**config.mk**
```make
export PLATFORM = sky130hd
export DESIGN_NAME = if_prefetch_stage
export DESIGN_NICKNAME = d
export VERILOG_FILES = /design/src/rtl/if_pkg.sv /design/src/rtl/if_prefetch_fifo.sv /design/src/rtl/if_prefetch_stage.sv
export SDC_FILE = /design/constraint.sdc
export NUM_CORES = 1
export LEC_CHECK = 0
export ABC_AREA = 1
export BUFFER_PORTS_ARGS = -buffer_cell sky130_fd_sc_hd__clkbuf_2
export CORE_MARGIN = 10
export CORE_UTILIZATION = 58
export CTS_CLUSTER_DIAMETER = 200
export DETAILED_ROUTE_END_ITERATION = 8
export PLACE_DENSITY = 0.84
export RECOVER_POWER = 25
export REMOVE_ABC_BUFFERS = 1
export SLEW_MARGIN = 20
export SYNTH_ARGS = -nofsm -noshare
export SYNTH_HDL_FRONTEND = slang
export SYNTH_SLANG_ARGS = --single-unit
```
**constraint.sdc**
```tcl
create_clock -name clk -period 6 [get_ports clk]
set_input_delay 0.3 -clock clk [delete_from_list [all_inputs] [get_ports clk]]
set_output_delay 0.3 -clock clk [all_outputs]
set_load 0.005 [all_outputs]
```
**src/rtl/if_pkg.sv**
```systemverilog
`default_nettype none
// ============================================================================
// Module      : if_pkg
// Description : Shared constants and types for the instruction prefetch stage.
//               XLEN_DEFAULT : default address / instruction width
//               PC_STEP      : byte distance between sequential instructions
//               if_entry_t   : prefetch queue entry {pc, instr}
// Revision    : 1.0 - initial release
// ============================================================================
package if_pkg;

  localparam int XLEN_DEFAULT = 32;
  localparam int PC_STEP      = 4;

  // Entry layout at the default width; the stage re-declares the same
  // layout at its own XLEN so the queue can be built for any width.
  typedef struct packed {
    logic [XLEN_DEFAULT-1:0] pc;
    logic [XLEN_DEFAULT-1:0] instr;
  } if_entry_t;

endpackage
`default_nettype wire

```
**src/rtl/if_prefetch_fifo.sv**
```systemverilog
`default_nettype none
// ============================================================================
// Module      : if_prefetch_fifo
// Description : Power-of-two circular queue holding fetched {pc, instr}
//               entries. Combinational head read, synchronous flush,
//               simultaneous push/pop allowed even when full.
// Ports       : clk, rst (async active-low), flush (sync clear),
//               push/wr_data, pop/rd_data (head), empty, count
// Revision    : 1.0 - initial release
// ============================================================================
module if_prefetch_fifo #(
  parameter int DEPTH = 4,
  parameter int WIDTH = 64
) (
  input  logic                   clk,
  input  logic                   rst,
  input  logic                   flush,
  input  logic                   push,
  input  logic [WIDTH-1:0]       wr_data,
  input  logic                   pop,
  output logic [WIDTH-1:0]       rd_data,
  output logic                   empty,
  output logic [$clog2(DEPTH):0] count
);

  localparam int            AW       = $clog2(DEPTH);
  localparam logic [AW:0]   FULL_CNT = (AW+1)'(DEPTH);
  localparam logic [AW:0]   ONE_CNT  = (AW+1)'(1);

  logic [WIDTH-1:0] r_mem [DEPTH];
  logic [AW-1:0]    r_wr_ptr;
  logic [AW-1:0]    r_rd_ptr;
  logic [AW:0]      r_count;
  logic             w_full;
  logic             w_push;
  logic             w_pop;

  assign empty   = (r_count == '0);
  assign w_full  = (r_count == FULL_CNT);
  assign count   = r_count;
  assign rd_data = r_mem[r_rd_ptr];

  // A pop frees the head slot in the same cycle, so a full queue can still
  // accept a push when it is also being popped. Flush overrides both.
  assign w_pop  = pop && !empty && !flush;
  assign w_push = push && (!w_full || w_pop) && !flush;

  always_ff @(posedge clk or negedge rst) begin
    if (!rst) begin
      r_wr_ptr <= '0;
      r_rd_ptr <= '0;
      r_count  <= '0;
    end else if (flush) begin
      r_wr_ptr <= '0;
      r_rd_ptr <= '0;
      r_count  <= '0;
    end else begin
      if (w_push) r_wr_ptr <= r_wr_ptr + 1'b1;
      if (w_pop)  r_rd_ptr <= r_rd_ptr + 1'b1;
      unique case ({w_push, w_pop})
        2'b10:   r_count <= r_count + ONE_CNT;
        2'b01:   r_count <= r_count - ONE_CNT;
        default: r_count <= r_count;
      endcase
    end
  end

  // Storage carries no reset; the stage masks the head while empty.
  always_ff @(posedge clk) begin
    if (w_push) r_mem[r_wr_ptr] <= wr_data;
  end

endmodule
`default_nettype wire

```
**src/rtl/if_prefetch_stage.sv**
```systemverilog
`default_nettype none
// ============================================================================
// Module      : if_prefetch_stage
// Description : Instruction fetch prefetcher. Issues sequential word-aligned
//               reads (one outstanding, data returned next cycle), queues
//               {pc, instr} and hands the head to decode. Branch_taken
//               redirects, flushes the queue and drops any pending response.
// Ports       : clk, rst (async active-low), freeze, Branch_taken, BranchAddr,
//               imem_req/imem_addr/imem_rdata, id_valid/id_ready,
//               id_instr/id_pc/id_pc_plus4
// Config      : IF_PREFETCH_PERF_CNT_EN adds perf_fetched (pops) and
//               perf_flushes (Branch_taken cycles) 32-bit wrapping counters.
// Revision    : 1.0 - initial release
// ============================================================================
module if_prefetch_stage
  import if_pkg::*;
#(
  parameter int              XLEN     = XLEN_DEFAULT,
  parameter int              DEPTH    = 4,
  parameter logic [XLEN-1:0] RESET_PC = '0
) (
  input  logic            clk,
  input  logic            rst,
  input  logic            freeze,
  input  logic            Branch_taken,
  input  logic [XLEN-1:0] BranchAddr,
  output logic            imem_req,
  output logic [XLEN-1:0] imem_addr,
  input  logic [XLEN-1:0] imem_rdata,
  output logic            id_valid,
  input  logic            id_ready,
  output logic [XLEN-1:0] id_instr,
  output logic [XLEN-1:0] id_pc,
  output logic [XLEN-1:0] id_pc_plus4
`ifdef IF_PREFETCH_PERF_CNT_EN
  ,
  output logic [31:0]     perf_fetched,
  output logic [31:0]     perf_flushes
`endif
);

  localparam int              CW         = $clog2(DEPTH) + 1;
  localparam logic [XLEN-1:0] ALIGN_MASK = ~XLEN'(3);
  localparam logic [XLEN-1:0] STEP       = XLEN'(PC_STEP);

  typedef struct packed {
    logic [XLEN-1:0] pc;
    logic [XLEN-1:0] instr;
  } entry_t;

  logic [XLEN-1:0]      r_fetch_pc;
  logic [XLEN-1:0]      r_inflight_pc;
  logic                 r_inflight;
  logic                 r_inflight_epoch;
  logic                 r_epoch;
  logic                 w_push;
  logic                 w_pop;
  logic                 w_empty;
  logic [CW-1:0]        w_count;
  entry_t               w_wr_entry;
  entry_t               w_head;
  logic [$bits(entry_t)-1:0] w_rd_data;

  assign imem_addr = r_fetch_pc & ALIGN_MASK;

  // Queue occupancy plus the outstanding slot must stay below DEPTH so a
  // response always has room. rst gating keeps the request low in reset.
  assign imem_req = rst && !freeze && !Branch_taken &&
                    ((int'(w_count) + int'(r_inflight)) < DEPTH);

  // A response is kept only if no redirect happened since it was issued.
  assign w_push = r_inflight && (r_inflight_epoch == r_epoch) && !Branch_taken;
  assign w_pop  = id_valid && id_ready;

  assign w_wr_entry.pc    = r_inflight_pc;
  assign w_wr_entry.instr = imem_rdata;

  assign id_valid    = !w_empty && !Branch_taken;
  assign w_head      = w_empty ? '0 : entry_t'(w_rd_data);
  assign id_instr    = w_head.instr;
  assign id_pc       = w_head.pc;
  assign id_pc_plus4 = w_head.pc + STEP;

  always_ff @(posedge clk or negedge rst) begin
    if (!rst) begin
      r_fetch_pc       <= RESET_PC;
      r_inflight       <= 1'b0;
      r_inflight_pc    <= '0;
      r_inflight_epoch <= 1'b0;
      r_epoch          <= 1'b0;
    end else begin
      r_inflight <= imem_req;
      if (imem_req) begin
        r_inflight_pc    <= imem_addr;
        r_inflight_epoch <= r_epoch;
      end
      if (Branch_taken) begin
        r_fetch_pc <= BranchAddr & ALIGN_MASK;
        r_epoch    <= ~r_epoch;
      end else if (imem_req) begin
        r_fetch_pc <= r_fetch_pc + STEP;
      end
    end
  end

  if_prefetch_fifo #(
    .DEPTH (DEPTH),
    .WIDTH ($bits(entry_t))
  ) u_fifo (
    .clk     (clk),
    .rst     (rst),
    .flush   (Branch_taken),
    .push    (w_push),
    .wr_data (w_wr_entry),
    .pop     (w_pop),
    .rd_data (w_rd_data),
    .empty   (w_empty),
    .count   (w_count)
  );

`ifdef IF_PREFETCH_PERF_CNT_EN
  logic [31:0] r_perf_fetched;
  logic [31:0] r_perf_flushes;

  always_ff @(posedge clk or negedge rst) begin
    if (!rst) begin
      r_perf_fetched <= '0;
      r_perf_flushes <= '0;
    end else begin
      if (w_pop)        r_perf_fetched <= r_perf_fetched + 32'd1;
      if (Branch_taken) r_perf_flushes <= r_perf_flushes + 32'd1;
    end
  end

  assign perf_fetched = r_perf_fetched;
  assign perf_flushes = r_perf_flushes;
`endif

endmodule
`default_nettype wire

```
==> reports/metrics.cfg, run 1 <==
[cells_and_area]
final_layout_size_suffix_gt1_share_pct=17.0
diodes=0
final_cell_mix=nand2_1, edfxtp_1, nor2_1
stdcell_count=2074
fin_area_mm2=0.0172
layout_commonest_cell=nand2_1
nets=1799
area_growth_pct=15.5

[route]
vias_per_cell=5.67
dr_total_vias=11768
drt_iter0_drc=1313
first_pass_iters=6
wl_per_cell_um=18.4
antenna_left=0
drc=0
routed_wl_um=38100

[die]
pin_count=199
die_area_mm2=0.0325
dieHeight_um=180
core_mm2=0.0252
initial_core_util_pct=59.1
die_w_um=180
row_count=58

[sta]
fin_crit_ps=4480
fin_ws_ps=1520
skew_ps=9.66
slew_violations=0
grt_setup_unrepaired=no
min_period_over_period_pct=74.7
timing.fmax_ghz=0.223
hold_viol_final=0
setup_viol=0
worst_pin_slew_ps=897
slew_headroom_pct=40.1
fin_tns_setup_ps=0

[clock_tree]
ctsResizeCount=0
clockRootBuffer=clkbuf_16
clockBufferDepth=3
clkTransAtPathRegs_ps=60
cts_max_level=2
cts_buffers=34
insertion_delay_ps=510
cts.sinks=318
cts_tree=done

[logic_synthesis]
yosys-top-cells-area=edfxtp_1, dfrtp_1, nand2_1
ys_types=36
syn_avg_cell_area_um2=9.68
synth_area_leader_cell=edfxtp_1
ys_seq_area_share_pct=61.8
synth_area_mm2=0.0149
syn_inst=1537
ys_ff_latch=318
synth_warnings=0
synth_top_cell_area_share_pct=50.0

[pwr]
clock_power_share_pct=38.7
ir_drop_mv=0.200
p_int_mw=3.97
leakagePower_nw=7.14
p_total_mw=5.37
combPwrFrac_pct=12.4
seqPwrFrac_pct=48.9
power.switching_mw=1.40
power_density_mw_per_mm2=313
switching_share_pct=26.1

[grt]
antenna_found_initial=0
grt_first_pass_wirelength_um=59700
grt_max_degree=74
grt_pass1_vias=11382
track_usage_pct=22.6
gr-total-overflow=0

[worst_setup_path]
crit_type=flip-flop to output port
startpoint_type=flip-flop
worstSetupEndpointType=output port
cp_max_fo=69
required_ps=5700
cp_data_arrival_time_ps=4180

[placement]
dp_hpwl_um=24700
placed_cells=2003
routabilityCongestion=0.981
place_area_mm2=0.0160
place_ws_ps=2080
place.port_buffers=190

[flow_run]
maxCapViolations=0

[outcome]
status=complete, no violations

[hold_path]
hold_class=input port to flip-flop

==> state kept, by name, summed over array words and instances, names as in the netlist <==
name and count:
r_inflight_pc 30, r_inflight_epoch 1, u_fifo.count 3, r_epoch 1
u_fifo.r_rd_ptr 2, r_fetch_pc 30, u_fifo.r_mem 248, u_fifo.r_wr_ptr 2
r_inflight 1
==> per-stage QoR <==
| step | utilization, % | hold slack (ps) |
|---|---|---|
| CTS | 68.4 | 0.268 |
| detailed placement | 63.4 | 212 |
| floorplan | - | 4.41 |
| global route | 68.2 | 11.9 |
| global placement | 63.4 | 206 |
| finish | 68.2 | 7.84 |
==> power groups by stage <==
| stage | registers (mW) | clock network [mW] | logic (mW) |
|---|---|---|---|
| finish | 2.63 | 2.08 | 0.666 |
| CTS | 2.62 | 2.10 | 0.668 |
| global route | 2.64 | 2.20 | 0.746 |
| floorplan | 2.65 | 0 | 0.370 |
| detailed placement | 2.67 | 0 | 0.651 |
| global placement | 2.65 | 0 | 0.627 |
==> metal layers <==
layer / vias up / track usage, % / part of all wire [%]
met5: - / 0 / 0
met4: 0 / 6.99 / 2.8
met1: 5562 / 29.3 / 39
li1: 5464 / - / -
met2: 655 / 37.3 / 48
met3: 87 / 4.86 / 9.8
==> critical path, stage by stage (launching register included) <==
cell and delay (ps):
dfrtp_4 840, inv_4 370, buf_4 440, nand2_1 130
nand3_1 90, a21oi_1 250, ha_1 320, nand2_1 130
nor2_4 190, nand2_2 140, nor2_2 220, nand2_1 100
xor2_1 230, clkbuf_2 170
==> cells in the mapped netlist <==
master,instances
inv_4,1
edfxtp_1,248
o21ai_0,107
dfrtp_1,70
clkbuf_1,23
and2_1,1
nand4_1,18
a21oi_1,36
nand2_2,11
clkbuf_2,1
and3_1,1
buf_2,20
conb_1,1
nand3_1,110
xnor2_1,3
nand2_1,395
buf_6,7
inv_2,8
nand3_2,10
xor2_1,35
o31ai_1,1
buf_1,8
o221ai_1,10
nor3_1,16
inv_1,125
nor2_2,28
nor2_4,6
ha_1,6
nand2_4,1
buf_4,11
fa_1,1
nor2_1,205
or2_2,1
o211ai_1,9
buf_12,2
a31oi_1,1
==> cells by family after synthesis <==
kind of cell             synth area share (%)
AO/OA/AOI/OAI                            5.94
XOR/XNOR                                 2.24
adder cells (fa/ha/maj)                 0.639
buffers and inverters                    6.24
flip-flops                               61.8
other                                  0.0252
AND/OR/NAND/NOR                          23.1
==> layout make-up <==
| type | instances | area, um^2 |
|---|---|---|
| sequential | 318 | 9200 |
| fill | 1823 | 8000 |
| multi-input combinational | 1018 | 4800 |
| timing repair buffer | 217 | 1150 |
| clock buffer | 41 | 908 |
| inverter | 134 | 505 |
| tap | 330 | 413 |
| clock inverter | 16 | 194 |
==> worst paths after layout <==
| check | start | to | slack, ps | cells after the start |
|---|---|---|---|---|
| setup reg to reg | u_fifo.count[0] | u_fifo.r_mem[0][37] | 2380 | 7 |
| min in group asynchronous | rst | r_fetch_pc[30] | 410 | 2 |
| hold / removal | BranchAddr[9] | r_fetch_pc[9] | 8 | 3 |
| setup / recovery | u_fifo.r_rd_ptr[0] | id_pc_plus4[18] | 1520 | 13 |
| hold reg to reg | r_epoch | r_epoch | 460 | 1 |
| max in group asynchronous | rst | u_fifo.r_rd_ptr[0] | 4240 | 3 |
==> timing repair <==
item | CTS | global route
hold buffers | 14 | 0
hold endpoints to repair | 47 | 0
setup buffers | 0 | 0
Power figures use the tool's default switching activity.
==> run 2: changes to the inputs <==
Settings changed: CORE_UTILIZATION 58 to 52, PLACE_DENSITY 0.84 to 0.8.
Clock period 6 ns to 3.61 ns, I/O delays scaled along.
==> reports/metrics.cfg, run 2 (synthesis gave the netlist of run 1 again) <==
[pwr]
power_density_mw_per_mm2=509
ir_drop_mv=0.312
p_int_mw=6.76
power.switching_mw=2.33
switching_share_pct=25.7
clock_power_share_pct=39.2
combPwrFrac_pct=12.9
seqPwrFrac_pct=47.9
leakagePower_nw=7.40

[cells_and_area]
finish.utilization_pct=63.8
layout_commonest_cell=nand2_1
fin_area_mm2=0.0179
largest_reg_flops=248
area_growth_pct=20.1
stdcell_count=2180
final_cell_mix=nand2_1, edfxtp_1, nor2_1
diodes=0
regMostFlops=u_fifo.r_mem
nets=1852
final_layout_size_suffix_gt1_share_pct=16.4
top_regs=u_fifo.r_mem (248), r_fetch_pc (30), r_inflight_pc (30)

[worst_setup_path]
rr_startpoint=u_fifo.count[0]
cp_max_fo=32
crit_end=id_pc_plus4[18]
cp_data_arrival_time_ps=3100
rrSetupSlack_ps=1490
r2r_cells=7
worstSetupEndpointType=output port
startpoint_type=flip-flop
startpoint=u_fifo.r_rd_ptr[0]
required_ps=3430
cpMostUsedCell=nand2_1
slowest_delay_ps=520
crit_type=flip-flop to output port
worst_r2r_endpoint=u_fifo.r_mem[3][47]
path_cells=inv_4 > nand2_1 > nand3_1 > nand3_2 > inv_1 > ha_1 > nand2_1 > nor2_4 > nand2_2 > nor2_2 > nand2_1 > xor2_1 > clkbuf_2
slowest_stage=dfrtp_4

[grt]
grt_first_pass_wirelength_um=59900
grt_use_met1_pct=26.6
antenna_found_initial=0
grt_pass1_vias=11579
grt_max_degree=77
met3_usage_pct=4.26
track_usage_pct=20.7
gr-max-usage-layer=met2
gr-total-overflow=0
use_met2_pct=34.7

[clock_tree]
cts_tree=done
cts_buffers=35
cts_max_level=2
cts.sinks=318
postCtsSetupRepairBufs=0
clockRootBuffer=clkbuf_16
clockBufferDepth=3
insertion_delay_ps=520
clkTransAtPathRegs_ps=60

[die]
core_mm2=0.0280
die_w_um=189
row_count=61
initial_core_util_pct=53.1
pin_count=199
dieHeight_um=189
die_area_mm2=0.0358

[sta]
grt_setup_unrepaired=no
fin_tns_setup_ps=0
worst_pin_slew_ps=1710
timing.fmax_ghz=0.304
min_period_over_period_pct=91.0
skew_ps=20.7
fin_crit_ps=3290
setup_viol=0
slew_headroom_pct=-14.3
slew_violations=71
hold_viol_final=0

[outcome]
violations=max-capacitance violations, max-slew violations
status=finished with violations

[placement]
place.port_buffers=190
place_area_mm2=0.0161
dp_hpwl_um=25000
placed_cells=2055
routabilityCongestion=0.950

[flow_run]
maxCapViolations=1

[route]
wl_per_cell_um=17.7
drt_iter0_drc=979
dr_total_vias=11673
antenna_left=0
vias_per_cell=5.35
drc=0
routed_wl_um=38500
first_pass_iters=6

[hold_path]
hold_class=input port to flip-flop

-- run 2: per-stage QoR --
step | setup slack [ps] | total power [mW] | hold WS, ps
global route | 85.1 | 9.43 | 142
global placement | 805 | 5.48 | 385
detailed placement | 766 | 5.53 | 390
finish | 325 | 9.09 | 94.2
floorplan | -1170 | 5.02 | -115
CTS | 219 | 9.12 | 27.3
-- run 2: critical path: cells and delay by family, from the launching register on --
kind	cells	cell delay, ps
AND/OR/NAND/NOR	8	1110
buffers and inverters	3	540
flip-flops	1	520
adder cells (fa/ha/maj)	1	300
XOR/XNOR	1	140
-- run 2: timing repair --
item / 4_1_cts / 5_1_grt
endpoints found under the setup margin: 0 / 7
gates resized for setup: 0 / 1
hold buffers: 62 / 0
hold endpoints to repair: 158 / 0
-- run 2: worst min-delay path by stage --
stage,from,to,slack [ps],cells after the start
5_1_grt,id_ready,u_fifo.r_rd_ptr[1],140,5
2_1_floorplan,rst,r_epoch,-120,0
6_report,id_ready,u_fifo.r_rd_ptr[1],90,5
3_3_place_gp,BranchAddr[2],r_fetch_pc[2],390,3
4_1_cts,rst,r_inflight_pc[29],30,2
3_5_place_dp,BranchAddr[2],r_fetch_pc[2],390,3
-- run 2: per-layer routing --
layer  part of all wire (%)  vias up
met3                    9.9       66
met2                     48      528
met4                    2.0        0
li1                       -     5562
met5                      0        -
met1                     40     5517
-- run 2: final cells by class --
type	instances	area (um^2)
clock inverter	18	186
clock buffer	45	976
inverter	134	505
multi-input combinational	1018	4800
tap	378	473
timing repair buffer	269	1720
fill	2199	10100
sequential	318	9200
-- run 2: power by group through the flow --
stage          combinational [mW]  clock (mW)  sequential, mW
2_1_floorplan               0.615           0            4.40
3_3_place_gp                 1.08           0            4.40
3_5_place_dp                 1.11           0            4.42
4_1_cts                      1.17        3.60            4.35
5_1_grt                      1.30        3.76            4.37
6_report                     1.17        3.57            4.35
==> run 3: changes to the inputs <==
Settings changed: RECOVER_POWER 25 to 50.
==> reports/metrics.cfg, run 3 (synthesis gave the netlist of run 1 again) <==
[outcome]
status=finished with violations
violations=max-capacitance violations, max-slew violations

[cells_and_area]
regMostFlops=u_fifo.r_mem
diodes=0
final_layout_size_suffix_gt1_share_pct=14.5
area_growth_pct=19.8
layout_commonest_cell=nand2_1
largest_reg_flops=248
nets=1852
final_cell_mix=nand2_1, edfxtp_1, nor2_1
fin_area_mm2=0.0178
top_regs=u_fifo.r_mem (248), r_fetch_pc (30), r_inflight_pc (30)
fillers=2220

[hold_path]
hold_class=input port to flip-flop
worstHoldStart=id_ready

[clock_tree]
cts_tree=done
insertion_delay_ps=510
cts_max_level=2
cts.sinks=318
clkTransAtPathRegs_ps=60
cts_buffers=35
clockBufferDepth=3
postCtsSetupRepairBufs=0
clockRootBuffer=clkbuf_16

[worst_setup_path]
cp_max_fo=32
crit_type=flip-flop to output port
worst_r2r_endpoint=r_fetch_pc[12]
cp_data_arrival_time_ps=3100
r2r_cells=6
rr_startpoint=u_fifo.count[2]
path_cells=inv_4 > nand2_1 > nand3_1 > nand3_2 > inv_1 > ha_1 > nand2_1 > nor2_4 > nand2_2 > nor2_2 > nand2_1 > xor2_1 > clkbuf_2
startpoint_type=flip-flop
startpoint=u_fifo.r_rd_ptr[0]
crit_end=id_pc_plus4[18]
required_ps=3430
cpMostUsedCell=nand2_1
rrSetupSlack_ps=540
slowest_stage=dfrtp_4
slowest_delay_ps=520
worstSetupEndpointType=output port

[sta]
min_period_over_period_pct=90.9
skew_ps=18.9
slew_headroom_pct=-39.4
hold_viol_final=0
fin_tns_setup_ps=0
setup_viol=0
whs_ps=160
slew_violations=134
fin_crit_ps=3280
timing.fmax_ghz=0.305
worst_pin_slew_ps=2090
grt_setup_unrepaired=no

[placement]
place.port_buffers=190
dp_hpwl_um=25000
routabilityCongestion=0.950
place_area_mm2=0.0161

[grt]
grt_pass1_vias=11579
antenna_found_initial=0
grt_first_pass_wirelength_um=59900
grt_max_degree=77
gr-total-overflow=0
track_usage_pct=20.7

[route]
drc=0
first_pass_iters=5
wl_per_cell_um=17.6
vias_per_cell=5.36
antenna_left=0
routed_wl_um=38400
dr_total_vias=11693
drt_iter0_drc=970

[die]
row_count=61
initial_core_util_pct=53.1
die_w_um=189
core_mm2=0.0280
die_area_mm2=0.0358
pin_count=199
dieHeight_um=189

[pwr]
power_density_mw_per_mm2=509
leakagePower_nw=7.31
ir_drop_mv=0.313

[flow_run]
maxCapViolations=2

-- run 3: cell types whose count changed in the layout (fill, tap and decap cells not counted), sizes merged --
cell,before,now
buf,16,15
clkbuf,236,237
-- run 3: critical path: cells and delay by family (launching register included) --
kind	cells	cell delay, ps
simple gates	8	1110
flops	1	520
fa+ha+maj	1	300
xor+xnor	1	140
buf+inv	3	540
-- run 3: worst min path at each step --
stage	cells past startpoint	end	slack (ps)
3_3_place_gp	3	r_fetch_pc[2]	390
5_1_grt	5	u_fifo.r_rd_ptr[1]	230
6_report	5	u_fifo.r_rd_ptr[1]	160
4_1_cts	2	r_inflight_pc[29]	30
2_1_floorplan	0	r_epoch	-120
3_5_place_dp	3	r_fetch_pc[2]	390
-- run 3: per-stage QoR --
stage	util, %	setup WS [ps]	cells	power (mW)
2_1_floorplan	-	-1170	1470	5.02
3_3_place_gp	57.6	805	2055	5.48
3_5_place_dp	57.6	766	2055	5.53
4_1_cts	63.9	219	2180	9.12
5_1_grt	63.6	85.5	2180	9.42
6_report	63.6	329	2180	9.08
-- run 3: area by class of cell --
cell class	count	area, um^2	area share, %
clock buffers	45	976	5.48
clock inverters	18	186	1.05
repair buffers	269	1680	9.43
flip-flops and latches	318	9200	51.6
multi-input cells	1018	4800	26.9
well taps	378	473	2.65
inverters	134	505	2.84
-- run 3: where the power goes --
part | leakage, nW | switching, mW | internal (mW)
clock network | 0.567 | 1.37 | 2.19
registers | 3.12 | 0.182 | 4.17
logic | 3.62 | 0.774 | 0.386
total | 7.31 | 2.33 | 6.75
-- run 3: what timing repair did --
action,CTS,global route
endpoints found under the hold margin,158,0
hold buffers,62,0
endpoints found under the setup margin,0,7
gates resized for setup,0,1
-- run 3: per-layer routing --
metal	GRT usage [%]	part of all wire, %	vias to the layer above
li1	-	-	5564
met2	34.7	48	536
met4	6.01	2.1	0
met3	4.26	9.8	70
met5	0	0	-
met1	26.6	40	5523
